$ cat config.mk
export PLATFORM = sky130hd
export DESIGN_NAME = word_check_sched
export DESIGN_NICKNAME = d
export VERILOG_FILES = /design/src/rtl/word_check_pkg.sv /design/src/rtl/rr_arbiter.sv /design/src/rtl/word_check_sched.sv
export SDC_FILE = /design/constraint.sdc
export NUM_CORES = 1
export LEC_CHECK = 0
export ABC_AREA = 0
export ABC_CLOCK_PERIOD_IN_PS = 11600
export CAP_MARGIN = 20
export CORE_ASPECT_RATIO = 1.75
export CORE_UTILIZATION = 52
export CTS_CLUSTER_SIZE = 10
export DETAILED_ROUTE_END_ITERATION = 10
export PLACE_DENSITY = 0.87
export REMOVE_ABC_BUFFERS = 1
export SYNTH_ARGS = -nofsm -noshare
export SYNTH_HDL_FRONTEND = slang
export SYNTH_SLANG_ARGS = --single-unit
$ cat constraint.sdc
create_clock -name clk -period 11.6 [get_ports clk]
set_input_delay 1.16 -clock clk [delete_from_list [all_inputs] [get_ports clk]]
set_output_delay 1.16 -clock clk [all_outputs]
set_load 0.02 [all_outputs]
$ cat src/rtl/word_check_pkg.sv
// Shared types and constants for the word check scheduler.
// Latency: n/a (types only).
// Backpressure: n/a (types only).
//
// Contents: word_t, MAGIC_DEFAULT, state_t (IDLE/CMP/RESP).
package word_check_pkg;

   typedef logic [31:0] word_t;

   localparam word_t MAGIC_DEFAULT = 32'h0000_ABCD;

   typedef enum logic [1:0] {
      IDLE = 2'd0,
      CMP  = 2'd1,
      RESP = 2'd2
   } state_t;

endpackage : word_check_pkg

$ cat src/rtl/rr_arbiter.sv
// Round-robin arbiter: grants the first requester found searching upward (wrapping) from last_id+1.
// Latency: purely combinational, zero cycles.
// Backpressure: none; en=0 forces an all-zero grant.
//
// Ports:
//   req     in  N           request vector
//   last_id in  clog2(N)    most recently served requester
//   en      in  1           grant enable
//   gnt     out N           one-hot grant (all zero when nothing granted)
//   gnt_id  out clog2(N)    index of the granted requester (0 when nothing granted)
module rr_arbiter #(
   parameter int N = 4
) (
   input  logic [N-1:0]         req,
   input  logic [$clog2(N)-1:0] last_id,
   input  logic                 en,
   output logic [N-1:0]         gnt,
   output logic [$clog2(N)-1:0] gnt_id
);

   localparam int ID_W = $clog2(N);

   logic            found;
   int              sum;
   logic [ID_W-1:0] idx;

   always_comb begin
      gnt   = '0;
      gnt_id = '0;
      found = 1'b0;
      sum   = 0;
      idx   = '0;
      if (en) begin
         // Walk the N candidates in priority order; the first hit wins.
         for (int k = 1; k <= N; k++) begin
            sum = int'(last_id) + k;
            if (sum >= N) begin
               sum = sum - N;
            end
            idx = ID_W'(sum);
            if (!found && req[idx]) begin
               found       = 1'b1;
               gnt[idx]    = 1'b1;
               gnt_id      = idx;
            end
         end
      end
   end

endmodule : rr_arbiter

$ cat src/rtl/word_check_sched.sv
// Shares one 32-bit magic-word comparator among NUM_REQ requesters with round-robin arbitration.
// Latency: accept cycle, one compare cycle, result valid in the following cycle (2 cycles accept->rsp_valid).
// Backpressure: rsp_ready=0 holds the result and blocks all new accepts; req_ready is 0 outside IDLE.
//
// Ports:
//   clk, rst_n             clock, asynchronous active-low reset
//   req_valid/req_word     per-requester valid and packed 32-bit words (requester i at [32*i +: 32])
//   req_ready              one-hot accept, combinational from req_valid, state and last_id
//   cfg_we/cfg_magic       magic-word write port, honoured in any state
//   rsp_valid/rsp_ready    registered result handshake
//   rsp_id/rsp_match       registered result: requester id and word==magic flag
//   match_cnt              saturating count of matching results handed off
module word_check_sched
   import word_check_pkg::*;
#(
   parameter int    NUM_REQ   = 4,
   parameter word_t MAGIC_RST = MAGIC_DEFAULT,
   parameter int    CNT_W     = 16
) (
   input  logic                       clk,
   input  logic                       rst_n,
   input  logic [NUM_REQ-1:0]         req_valid,
   input  logic [NUM_REQ*32-1:0]      req_word,
   output logic [NUM_REQ-1:0]         req_ready,
   input  logic                       cfg_we,
   input  logic [31:0]                cfg_magic,
   output logic                       rsp_valid,
   input  logic                       rsp_ready,
   output logic [$clog2(NUM_REQ)-1:0] rsp_id,
   output logic                       rsp_match,
   output logic [CNT_W-1:0]           match_cnt
);

   localparam int ID_W = $clog2(NUM_REQ);

   state_t            state_q;
   state_t            state_d;

   logic              arb_en;
   logic [NUM_REQ-1:0] gnt;
   logic [ID_W-1:0]   gnt_id;
   logic              accept;
   logic              rsp_hs;
   word_t             pick_word;

   word_t             word_q;
   word_t             magic_q;
   logic [ID_W-1:0]   id_q;
   logic [ID_W-1:0]   last_id_q;
   logic              match_q;
   logic              rsp_valid_q;
   logic [CNT_W-1:0]  cnt_q;

   // Arbitration is only live in IDLE; gating with rst_n keeps req_ready low
   // while reset is held, even if requesters are already asserting valid.
   assign arb_en = rst_n && (state_q == IDLE);
   assign accept = |gnt;
   assign rsp_hs = rsp_valid_q && rsp_ready;

   rr_arbiter #(
      .N(NUM_REQ)
   ) u_arb (
      .req     (req_valid),
      .last_id (last_id_q),
      .en      (arb_en),
      .gnt     (gnt),
      .gnt_id  (gnt_id)
   );

   // AND-OR word mux keyed by the one-hot grant; req_word never reaches req_ready.
   always_comb begin
      pick_word = '0;
      for (int i = 0; i < NUM_REQ; i++) begin
         if (gnt[i]) begin
            pick_word = pick_word | req_word[32*i +: 32];
         end
      end
   end

   // Next-state logic.
   always_comb begin
      state_d = state_q;
      case (state_q)
         IDLE: begin
            if (accept) begin
               state_d = CMP;
            end
         end
         CMP: begin
            state_d = RESP;
         end
         RESP: begin
            if (rsp_hs) begin
               state_d = IDLE;
            end
         end
         default: begin
            state_d = IDLE;
         end
      endcase
   end

   always_ff @(posedge clk or negedge rst_n) begin
      if (!rst_n) begin
         state_q <= IDLE;
      end else begin
         state_q <= state_d;
      end
   end

   // Request capture, compare and result registers.
   always_ff @(posedge clk or negedge rst_n) begin
      if (!rst_n) begin
         word_q      <= '0;
         id_q        <= '0;
         last_id_q   <= ID_W'(NUM_REQ - 1);
         match_q     <= 1'b0;
         rsp_valid_q <= 1'b0;
      end else begin
         if (accept) begin
            word_q <= pick_word;
            id_q   <= gnt_id;
         end
         if (state_q == CMP) begin
            // magic_q here is the pre-edge value, so a same-edge cfg write
            // only takes effect for later compares.
            match_q     <= (word_q == magic_q);
            last_id_q   <= id_q;
            rsp_valid_q <= 1'b1;
         end else if (rsp_hs) begin
            rsp_valid_q <= 1'b0;
         end
      end
   end

   always_ff @(posedge clk or negedge rst_n) begin
      if (!rst_n) begin
         magic_q <= MAGIC_RST;
      end else if (cfg_we) begin
         magic_q <= cfg_magic;
      end
   end

   // Count a match when its result is actually handed off, sticking at all-ones.
   always_ff @(posedge clk or negedge rst_n) begin
      if (!rst_n) begin
         cnt_q <= '0;
      end else if (rsp_hs && match_q && (cnt_q != {CNT_W{1'b1}})) begin
         cnt_q <= cnt_q + CNT_W'(1);
      end
   end

   assign req_ready = gnt;
   assign rsp_valid = rsp_valid_q;
   assign rsp_id    = id_q;
   assign rsp_match = match_q;
   assign match_cnt = cnt_q;

endmodule : word_check_sched

==> impl_metrics.csv, run 1 <==
group,metric,value,unit
routing,ant_nets,0,
sta,relSlewSlack,0.307,
sta,min_period,5.79,ns
power,powerDensity,201,nW/um2
routing,vias,6779,
sta,fin_skew,0.00962,ns
power,p_leak,0.00329,uW
logic_synthesis,synth_edf_count,0,
grt,antenna_found_initial,0,
setup_path,path_cells,"clkinv_1 > ha_1 > mux4_2 > a21oi_4 > inv_1 > o22ai_1 > clkdlybuf4s50_1",
sta,finalSetupViolations,0,
floorplanning,fp.dieW,85.8,um
setup_path,critical_path_required,10.44,ns
final_layout,final_nets,1034,
grt,grt_pass1_vias,7129,
cts,cts.sinks,88,
setup_path,cp_slowest_cell,"a21oi_4",
flow_run,cap_violations,0,
logic_synthesis,ys.flop_type,"dfrtp_1",
setup_path,path_max_fanout,33,
place,io_buffers,191,
logic_synthesis,syn_area_per_cell,9.12,um2
cts,cts_buffers,9,
cts,clk_path_buf_depth,2,
setup_path,crit_buf_inv,3,
outcome,status,"completed",
routing,drt_first_pass_iters,8,
logic_synthesis,netlist_instances,701,
logic_synthesis,ys_ff_latch,88,
setup_path,crit_family,"buffers and inverters",
floorplanning,fp-row-count,53,
place,gp_congestion,0.898,
setup_path,critPathArrivalTime,4.63,ns
setup_path,rr_worst_depth,8,
sta,hold_viol,0,
floorplanning,ioPinCount,192,
setup_path,slowest_delay,0.87,ns
setup_path,crit_path_start_kind,"register",
power,ir_drop,0.000163,V
logic_synthesis,seq_area_frac_synth,0.347,
final_layout,layout_commonest_cell,"clkdlybuf4s50_1",
final_layout,finish.utilization,0.727,
final_layout,synthToLayoutAreaGrowth,36.5,%
grt,grt_pass1_wl,35200,um
logic_synthesis,yosys_warnings,0,
cts,cts-root-buf,"clkbuf_16",
setup_path,path_depth,7,
cts,cts_resized,0,
routing,via_per_inst,6.61,
sta,min_period_over_period,0.499,
floorplanning,core,12000,um2
cts,clk_latency,0.34,ns
floorplanning,die_area,12800,um2
grt,gr-total-overflow,0,
cts,cts_tree,"built",
routing,totalWireLength,22200,um
logic_synthesis,ys_types,49,
sta,setup_tns,0,ns
setup_path,endpoint_kind,"output port",
cts,cts_max_level,3,
routing,drc,0,
floorplanning,start_util,0.532,
routing,post_drt_wl_per_cell,21.7,um
sta,slew_violations,0,
logic_synthesis,async_reset_ff_frac,1.00,
floorplanning,die_h,149,um
final_layout,final_cell_mix,"189 x clkdlybuf4s50_1, 81 x nand2_1, 76 x dfrtp_1",
routing,first_iter_violations,600,
logic_synthesis,syn_area,6390,um2
final_layout,drive_gt1_frac,0.103,
grt,grt_start_max_net_pins,80,
min_path,min_path_type,"register to register",
cts,cts_setup_buffers,0,
sta,fmax,173,MHz
min_path,hold_depth,1,
setup_path,path_class,"register to output port",
sta,rsz0062_at_grt,"no",
sta,tightest_slew,1.04,ns
cts,path_clk_slew,0.06,ns
final_layout,n_antenna_cell,0,
place,hpwl,15500,um
cts,hold_buffers,0,
grt,grt_use_total,0.357,
kinds of logic after synthesis:
logic type	synth area share
AND/OR/NAND/NOR	0.160
AO/OA/AOI/OAI	0.215
buffers and inverters	0.0673
flip-flops	0.347
multiplexers	0.130
XOR/XNOR	0.0630
adder cells (fa/ha/maj)	0.0176
cell usage after synthesis (11+ instances only):
master,instances,area (um2)
clkbuf_1,42,158
a2111oi_0,33,289
nor3_1,15,75.1
a22o_1,32,280
dfrtp_1,76,1900
nor2_1,43,161
nand2_1,81,304
o22ai_1,40,250
mux2_2,36,405
a221oi_1,33,289
mux2i_1,38,380
xnor2_1,26,228
xor2_1,20,175
dfstp_2,12,315
inv_1,42,158
nor3b_1,33,248
nand4_1,11,68.8
path summary, 6_finish.rpt:
| kind | to | slack, ns | from |
|---|---|---|---|
| max | req_ready[2] | 5.81 | last_id_q[0] |
| min | match_cnt[10] | 0.51 | match_cnt[10] |
| max reg2reg | rsp_id[1] | 6.13 | last_id_q[0] |
| min reg2reg | match_cnt[10] | 0.51 | match_cnt[10] |
| max in group asynchronous | magic_q[2] | 10.04 | rst_n |
| min in group asynchronous | match_cnt[8] | 0.65 | rst_n |
metal layers:
| metal | share of wire | track usage | vias to the layer above |
|---|---|---|---|
| met5 | 0 | 0 | - |
| met4 | 0.073 | 0.295 | 0 |
| met3 | 0.082 | 0.0599 | 142 |
| met2 | 0.53 | 0.620 | 490 |
| met1 | 0.32 | 0.370 | 3234 |
| li1 | - | - | 2913 |
stage by stage:
stage / worst slack [ns] / area [um2] / hold WS [ns] / total power, uW / std cells
3_3_place_gp: 6.17 / 8370 / 0.489 / 1390 / 1009
2_1_floorplan: 5.30 / 6130 / 0.501 / 1080 / 643
5_1_grt: 5.53 / 8720 / 0.530 / 1830 / 1026
3_5_place_dp: 6.14 / 8370 / 0.504 / 1430 / 1009
6_report: 5.81 / 8720 / 0.507 / 1750 / 1026
4_1_cts: 5.84 / 8670 / 0.513 / 1730 / 1024
area by class of cell:
cell class                      instances  area (um2)
Multi-Input combinational cell        511        3800
Fill cell                             870        3280
Sequential cell                        88        2220
Timing Repair Buffer                  203        2030
Clock buffer                           12         256
Tap cell                              165         206
Inverter                               44         165
Clock inverter                          3        42.5
sequential cells by signal (all words and copies together), names as in the netlist:
register / flops
magic_q: 32
rsp_match: 1
match_cnt: 16
state_q: 2
word_q: 32
rsp_valid: 1
last_id_q: 2
rsp_id: 2
power breakdown:
group / switching, uW / leakage [uW] / total, uW / internal, uW
Sequential: 59.4 / 0.00111 / 430 / 371
Combinational: 610 / 0.00204 / 1030 / 419
Clock: 117 / 0.000145 / 294 / 177
(Power assumes the default switching activity.)
==> run 2, diff against run 1 <==
--- a/config.mk
+++ b/config.mk
@@ -6,13 +6,13 @@
 export NUM_CORES = 1
 export LEC_CHECK = 0
 export ABC_AREA = 0
-export ABC_CLOCK_PERIOD_IN_PS = 11600
+export ABC_CLOCK_PERIOD_IN_PS = 4950
 export CAP_MARGIN = 20
 export CORE_ASPECT_RATIO = 1.75
-export CORE_UTILIZATION = 52
+export CORE_UTILIZATION = 44
 export CTS_CLUSTER_SIZE = 10
 export DETAILED_ROUTE_END_ITERATION = 10
-export PLACE_DENSITY = 0.87
+export PLACE_DENSITY = 0.79
 export REMOVE_ABC_BUFFERS = 1
 export SYNTH_ARGS = -nofsm -noshare
 export SYNTH_HDL_FRONTEND = slang
==> constraint.sdc (replaced) <==
create_clock -name clk -period 4.95 [get_ports clk]
set_input_delay 0.495 -clock clk [delete_from_list [all_inputs] [get_ports clk]]
set_output_delay 0.495 -clock clk [all_outputs]
set_load 0.02 [all_outputs]
==> run 2 against run 1 <==
  * Utilization fell by 10 points
  * Register-to-register slack lost 5.5 ns
  * Hold slack got worse by 0.42 ns
  * Sequential cell count stayed put
  * Global-route usage fell by 7.8 points
  * Die area up 18%
  * Count of clock-buffer cells in the layout decreased by 3
  * Clock power rose by 140%
  * Via count fell by 4.8%
  * Non-clock buffer count rose by 10
  * Largest cell class unchanged
  * Largest power group unchanged
==> impl_metrics.csv, run 2 (synthesis results as in run 1) <==
group,metric,value,unit
floorplanning,fp-row-count,57,
cts,cts.sinks,88,
power,p_total,4120,uW
sta,hold_viol,0,
sta,fin_skew,0.00647,ns
cts,cts-root-buf,"clkbuf_16",
sta,slew_violations,0,
cts,cts_max_level,3,
cts,clk_path_buf_depth,2,
sta,finalSetupViolations,0,
cts,cts_resized,0,
routing,ant_nets,0,
cts,cts_setup_buffers,0,
routing,vias,6455,
grt,grt_use_total,0.279,
power,power_switching,1830,uW
cts,cts_tree,"built",
floorplanning,core,14000,um2
setup_path,endpoint_kind,"output port",
power,powerDensity,469,nW/um2
grt,antenna_found_initial,1,
place,hpwl,14500,um
floorplanning,die_area,15000,um2
setup_path,path_max_fanout,15,
floorplanning,ioPinCount,192,
setup_path,critical_path_required,4.45,ns
setup_path,critPathArrivalTime,3.92,ns
sta,fmax,227,MHz
final_layout,layout_commonest_cell,"clkdlybuf4s50_1",
flow_run,cap_violations,0,
sta,tightest_slew,0.970,ns
outcome,status,"completed",
floorplanning,die_h,161,um
min_path,min_path_type,"input pin to async pin",
cts,path_clk_slew,0.07,ns
final_layout,synthToLayoutAreaGrowth,37.5,%
final_layout,final_nets,1044,
power,clkPwrFrac,0.169,
routing,post_drt_wl_per_cell,19.7,um
sta,min_period_over_period,0.891,
final_layout,finish.utilization,0.626,
sta,min_period,4.41,ns
power,p_comb_frac,0.595,
routing,via_per_inst,6.14,
floorplanning,start_util,0.455,
cts,cts_buffers,9,
place,gp_congestion,0.884,
final_layout,final_cell_mix,"189 x clkdlybuf4s50_1, 81 x nand2_1, 76 x dfrtp_1",
power,pwr-share-seq,0.237,
routing,totalWireLength,20800,um
power,ir_drop,0.000304,V
setup_path,path_class,"register to output port",
cts,clk_latency,0.34,ns
power,internal_power,2290,uW
sta,relSlewSlack,0.350,
grt,grt_pass1_vias,6712,
place,io_buffers,191,
routing,first_iter_violations,344,
routing,drc,0,
power,p_leak,0.00333,uW
grt,grt_start_max_net_pins,59,
final_layout,fill_cells,1176,
grt,grt_pass1_wl,32800,um
final_layout,drive_gt1_frac,0.116,
sta,rsz0062_at_grt,"no",
power,swShare,0.445,
setup_path,crit_path_start_kind,"register",
grt,gr-total-overflow,0,
cts,hold_buffers,0,
routing,drt_first_pass_iters,5,
floorplanning,fp.dieW,93.1,um
run 2: cell type report:
type | instances | area, um2 | share of cell area
Timing Repair Buffer | 213 | 2070 | 0.235
Inverter | 44 | 165 | 0.0188
Tap cell | 177 | 221 | 0.0252
Multi-Input combinational cell | 511 | 3810 | 0.433
Antenna cell | 3 | 7.51 | 0.000854
Clock inverter | 7 | 77.6 | 0.00882
Sequential cell | 88 | 2220 | 0.252
Clock buffer | 9 | 225 | 0.0256
run 2: critical path, stage by stage, from the launching register on:
cell             delay (ns)
dfstp_2                0.69
clkinv_1               0.14
ha_1                   0.52
mux2i_1                0.42
o22ai_1                0.11
a2111oi_0              0.87
o32ai_1                0.21
clkdlybuf4s50_1        0.62
run 2: metal layers:
metal	global-route usage	routed length, um
met5	0	0
met4	0.193	1190
met3	0.0443	1330
met2	0.498	10800
met1	0.292	7460
run 2: worst paths after layout:
path	start	to	slack, ns	cells after the start
setup / recovery	last_id_q[1]	req_ready[1]	0.54	7
hold / removal	rst_n	magic_q[21]	0.08	1
setup reg to reg	last_id_q[1]	word_q[17]	0.63	9
hold reg to reg	match_cnt[15]	match_cnt[15]	0.50	1
max in group asynchronous	rst_n	magic_q[20]	3.76	2
min in group clk	match_cnt[15]	match_cnt[15]	0.50	1
run 2: metrics by stage:
| step | instance area (um2) | hold slack (ns) | setup slack (ns) | cells | TNS [ns] |
|---|---|---|---|---|---|
| global placement | 8480 | 0.457 | 0.892 | 1033 | 0 |
| global route | 8790 | 0.110 | 0.314 | 1050 | 0 |
| finish | 8790 | 0.0844 | 0.539 | 1052 | 0 |
| floorplan | 6130 | 0.199 | -1.35 | 643 | -39.93 |
| CTS | 8780 | 0.0976 | 0.554 | 1049 | 0 |
| detailed placement | 8480 | 0.465 | 0.660 | 1033 | 0 |
run 2: power by group through the flow:
stage	clock network [uW]	logic, uW	registers, uW
after floorplan	0	1540	989
after global placement	0	2360	981
after detailed placement	0	2400	985
after CTS	706	2410	973
after global routing	737	2630	989
final	696	2450	975
==> run 3, diff against run 2 <==
--- a/config.mk
+++ b/config.mk
@@ -5,15 +5,15 @@
 export SDC_FILE = /design/constraint.sdc
 export NUM_CORES = 1
 export LEC_CHECK = 0
-export ABC_AREA = 0
+export ABC_AREA = 1
 export ABC_CLOCK_PERIOD_IN_PS = 4950
 export CAP_MARGIN = 20
 export CORE_ASPECT_RATIO = 1.75
-export CORE_UTILIZATION = 44
+export CORE_UTILIZATION = 41
 export CTS_CLUSTER_SIZE = 10
 export DETAILED_ROUTE_END_ITERATION = 10
-export PLACE_DENSITY = 0.79
-export REMOVE_ABC_BUFFERS = 1
+export PLACE_DENSITY = 0.77
+export SLEW_MARGIN = 40
 export SYNTH_ARGS = -nofsm -noshare
 export SYNTH_HDL_FRONTEND = slang
 export SYNTH_SLANG_ARGS = --single-unit
==> run 3 against run 2 <==
  * Via count shrank 18%
  * Hold slack gained 0.0020 ns
  * Non-clock buffer count decreased by 16
  * Fmax up 11%
  * Sequential cell count unchanged
  * Sequential share of layout area rose by 4.0 points
  * Critical path depth increased by 5
==> impl_metrics.csv, run 3 <==
group,metric,value,unit
setup_path,crit_start,"last_id_q[0]",
grt,antenna_found_initial,1,
floorplanning,start_util,0.423,
logic_synthesis,ys_ff_latch,88,
setup_path,critPathArrivalTime,3.49,ns
place,io_buffers,191,
final_layout,layout_commonest_cell,"nand2_1",
logic_synthesis,syn_area,5310,um2
grt,grt_start_max_net_pins,72,
routing,drt_first_pass_iters,5,
final_layout,multi_input_area,2790,um2
final_layout,drive_gt1_frac,0.0755,
cts,cts_max_level,3,
final_layout,synthToLayoutAreaGrowth,42.6,%
cts,cts_resized,0,
logic_synthesis,synth_edf_count,0,
final_layout,fill_cells,1199,
cts,hold_buffers,0,
logic_synthesis,yosys_warnings,0,
logic_synthesis,ys_types,37,
logic_synthesis,synth_top_cell_by_area,"dfrtp_1",
floorplanning,die_h,153,um
floorplanning,core,12600,um2
power,ir_drop,0.000825,V
place,hpwl,12500,um
setup_path,critical_path_required,4.45,ns
setup_path,crit_path_start_kind,"register",
floorplanning,fp-row-count,54,
sta,rsz0062_at_grt,"no",
cts,clk_path_buf_depth,2,
sta,finalSetupViolations,0,
outcome,status,"completed",
sta,setup_tns,0,ns
cts,clk_latency,0.34,ns
routing,drc,0,
logic_synthesis,seq_area_frac_synth,0.417,
logic_synthesis,syn_area_per_cell,7.51,um2
sta,fmax,251,MHz
setup_path,path_class,"register to output port",
sta,slew_violations,0,
floorplanning,die_area,13400,um2
sta,min_period_over_period,0.805,
cts,cts_buffers,9,
setup_path,path_max_fanout,34,
routing,first_iter_violations,279,
setup_path,r2r_start,"last_id_q[0]",
routing,vias,5316,
grt,grt_pass1_wl,25100,um
sta,holdWs,0.0864,ns
place,gp_congestion,0.910,
grt,gr-total-overflow,0,
cts,cts-root-buf,"clkbuf_16",
cts,cts_setup_buffers,0,
power,powerDensity,474,nW/um2
logic_synthesis,async_reset_ff_frac,1.00,
final_layout,final_nets,1059,
floorplanning,ioPinCount,192,
final_layout,seq_area,2220,um2
power,p_leak,0.00359,uW
sta,min_period,3.99,ns
logic_synthesis,ys.flop_type,"dfrtp_1",
cts,cts_tree,"built",
setup_path,endpoint_kind,"output port",
logic_synthesis,netlist_instances,708,
sta,fin_skew,0.00744,ns
routing,post_drt_wl_per_cell,15.3,um
cts,path_clk_slew,0.06,ns
routing,totalWireLength,16100,um
grt,grt_pass1_vias,5134,
flow_run,cap_violations,0,
grt,grt_use_total,0.248,
routing,ant_nets,0,
logic_synthesis,synth.cells.most_frequent,"220 x nand2_1, 146 x nand3_1, 76 x dfrtp_1",
cts,cts.sinks,88,
logic_synthesis,yosys-top-cells-area,"dfrtp_1 36%, nand2_1 16%, nand3_1 14%",
floorplanning,fp.dieW,88.1,um
logic_synthesis,synth_most_common_cell,"nand2_1",
sta,hold_viol,0,
logic_synthesis,synth_top_area_frac,0.358,
logic_synthesis,syn-num-nets,885,
final_layout,final_cell_mix,"220 x nand2_1, 190 x clkdlybuf4s50_1, 146 x nand3_1",
routing,via_per_inst,5.03,
sta,relSlewSlack,0.478,
sta,tightest_slew,0.781,ns
min_path,min_path_type,"input pin to async pin",
run 3: changes by cell type in the layout (fill, tap and decap cells not counted), sizes merged, moves of 13 or more:
cell	delta
o21ai	+22
mux2	-20
nor2	+13
a2111oi	-36
nand3	+142
xnor2	-14
mux2i	-38
nand2	+143
nor3b	-33
buf	-17
o22ai	-39
a22o	-32
a221oi	-32
run 3: stage by stage:
| stage | worst slack, ns | util | instances | power [uW] | instance area, um2 |
|---|---|---|---|---|---|
| after detailed placement | 1.33 | 0.582 | 1039 | 3010 | 7310 |
| final | 0.964 | 0.603 | 1056 | 3590 | 7580 |
| after CTS | 0.962 | 0.603 | 1055 | 3620 | 7570 |
| after floorplan | 2.45 | - | 708 | 2460 | 5310 |
| after global routing | 0.682 | 0.603 | 1056 | 3900 | 7580 |
| after global placement | 1.36 | 0.582 | 1039 | 2980 | 7310 |
run 3: logic make-up (layout without fill, tap and decap cells):
family | after synthesis | in the layout | synth area share
other | 0 | 1 | 0
adders and majority gates | 9 | 9 | 0.0212
muxes | 18 | 18 | 0.0381
and+or+nand+nor | 446 | 446 | 0.366
buffers and inverters | 73 | 252 | 0.0586
AOI/OAI and AO/OA | 44 | 44 | 0.0490
xor gates and xnor gates | 30 | 30 | 0.0494
DFF | 88 | 88 | 0.417
run 3: area by class of cell:
class	count	share of cell area
Antenna cell	1	0.000330
Clock buffer	12	0.0312
Timing Repair Buffer	197	0.258
Inverter	39	0.0195
Tap cell	168	0.0277
Multi-Input combinational cell	547	0.368
Sequential cell	88	0.293
Clock inverter	4	0.00297
run 3: routing by layer:
metal | GRT usage | up-vias | wire, um
met3 | 0.0287 | 33 | 685
met2 | 0.447 | 181 | 8790
met4 | 0.114 | 0 | 569
met1 | 0.282 | 2436 | 6090
li1 | - | 2666 | -
met5 | 0 | - | 0
run 3: path summary, 6_finish.rpt:
check | depth (start not counted) | slack [ns] | to
hold / removal | 1 | 0.09 | match_cnt[10]
setup / recovery | 12 | 0.96 | req_ready[3]
hold reg to reg | 2 | 0.49 | word_q[4]
min in group clk | 2 | 0.49 | word_q[4]
max in group asynchronous | 2 | 3.81 | word_q[23]
setup reg to reg | 13 | 1.41 | word_q[30]
run 3: report_power, final:
group          internal (uW)  switching (uW)  total (uW)
registers                927             154        1080
clock network            338             260         597
logic                    646            1270        1920
total                   1910            1680        3590
run 3: critical path, stage by stage, from the launching register on:
cell and delay [ns]:
dfstp_2 0.64, inv_2 0.13, ha_1 0.37, inv_1 0.12
nand3_1 0.08, nand2_1 0.11, nand2_1 0.08, nor2_2 0.17
nand2_1 0.09, nand3_2 0.52, nand2_1 0.15, inv_1 0.09
clkdlybuf4s50_1 0.60
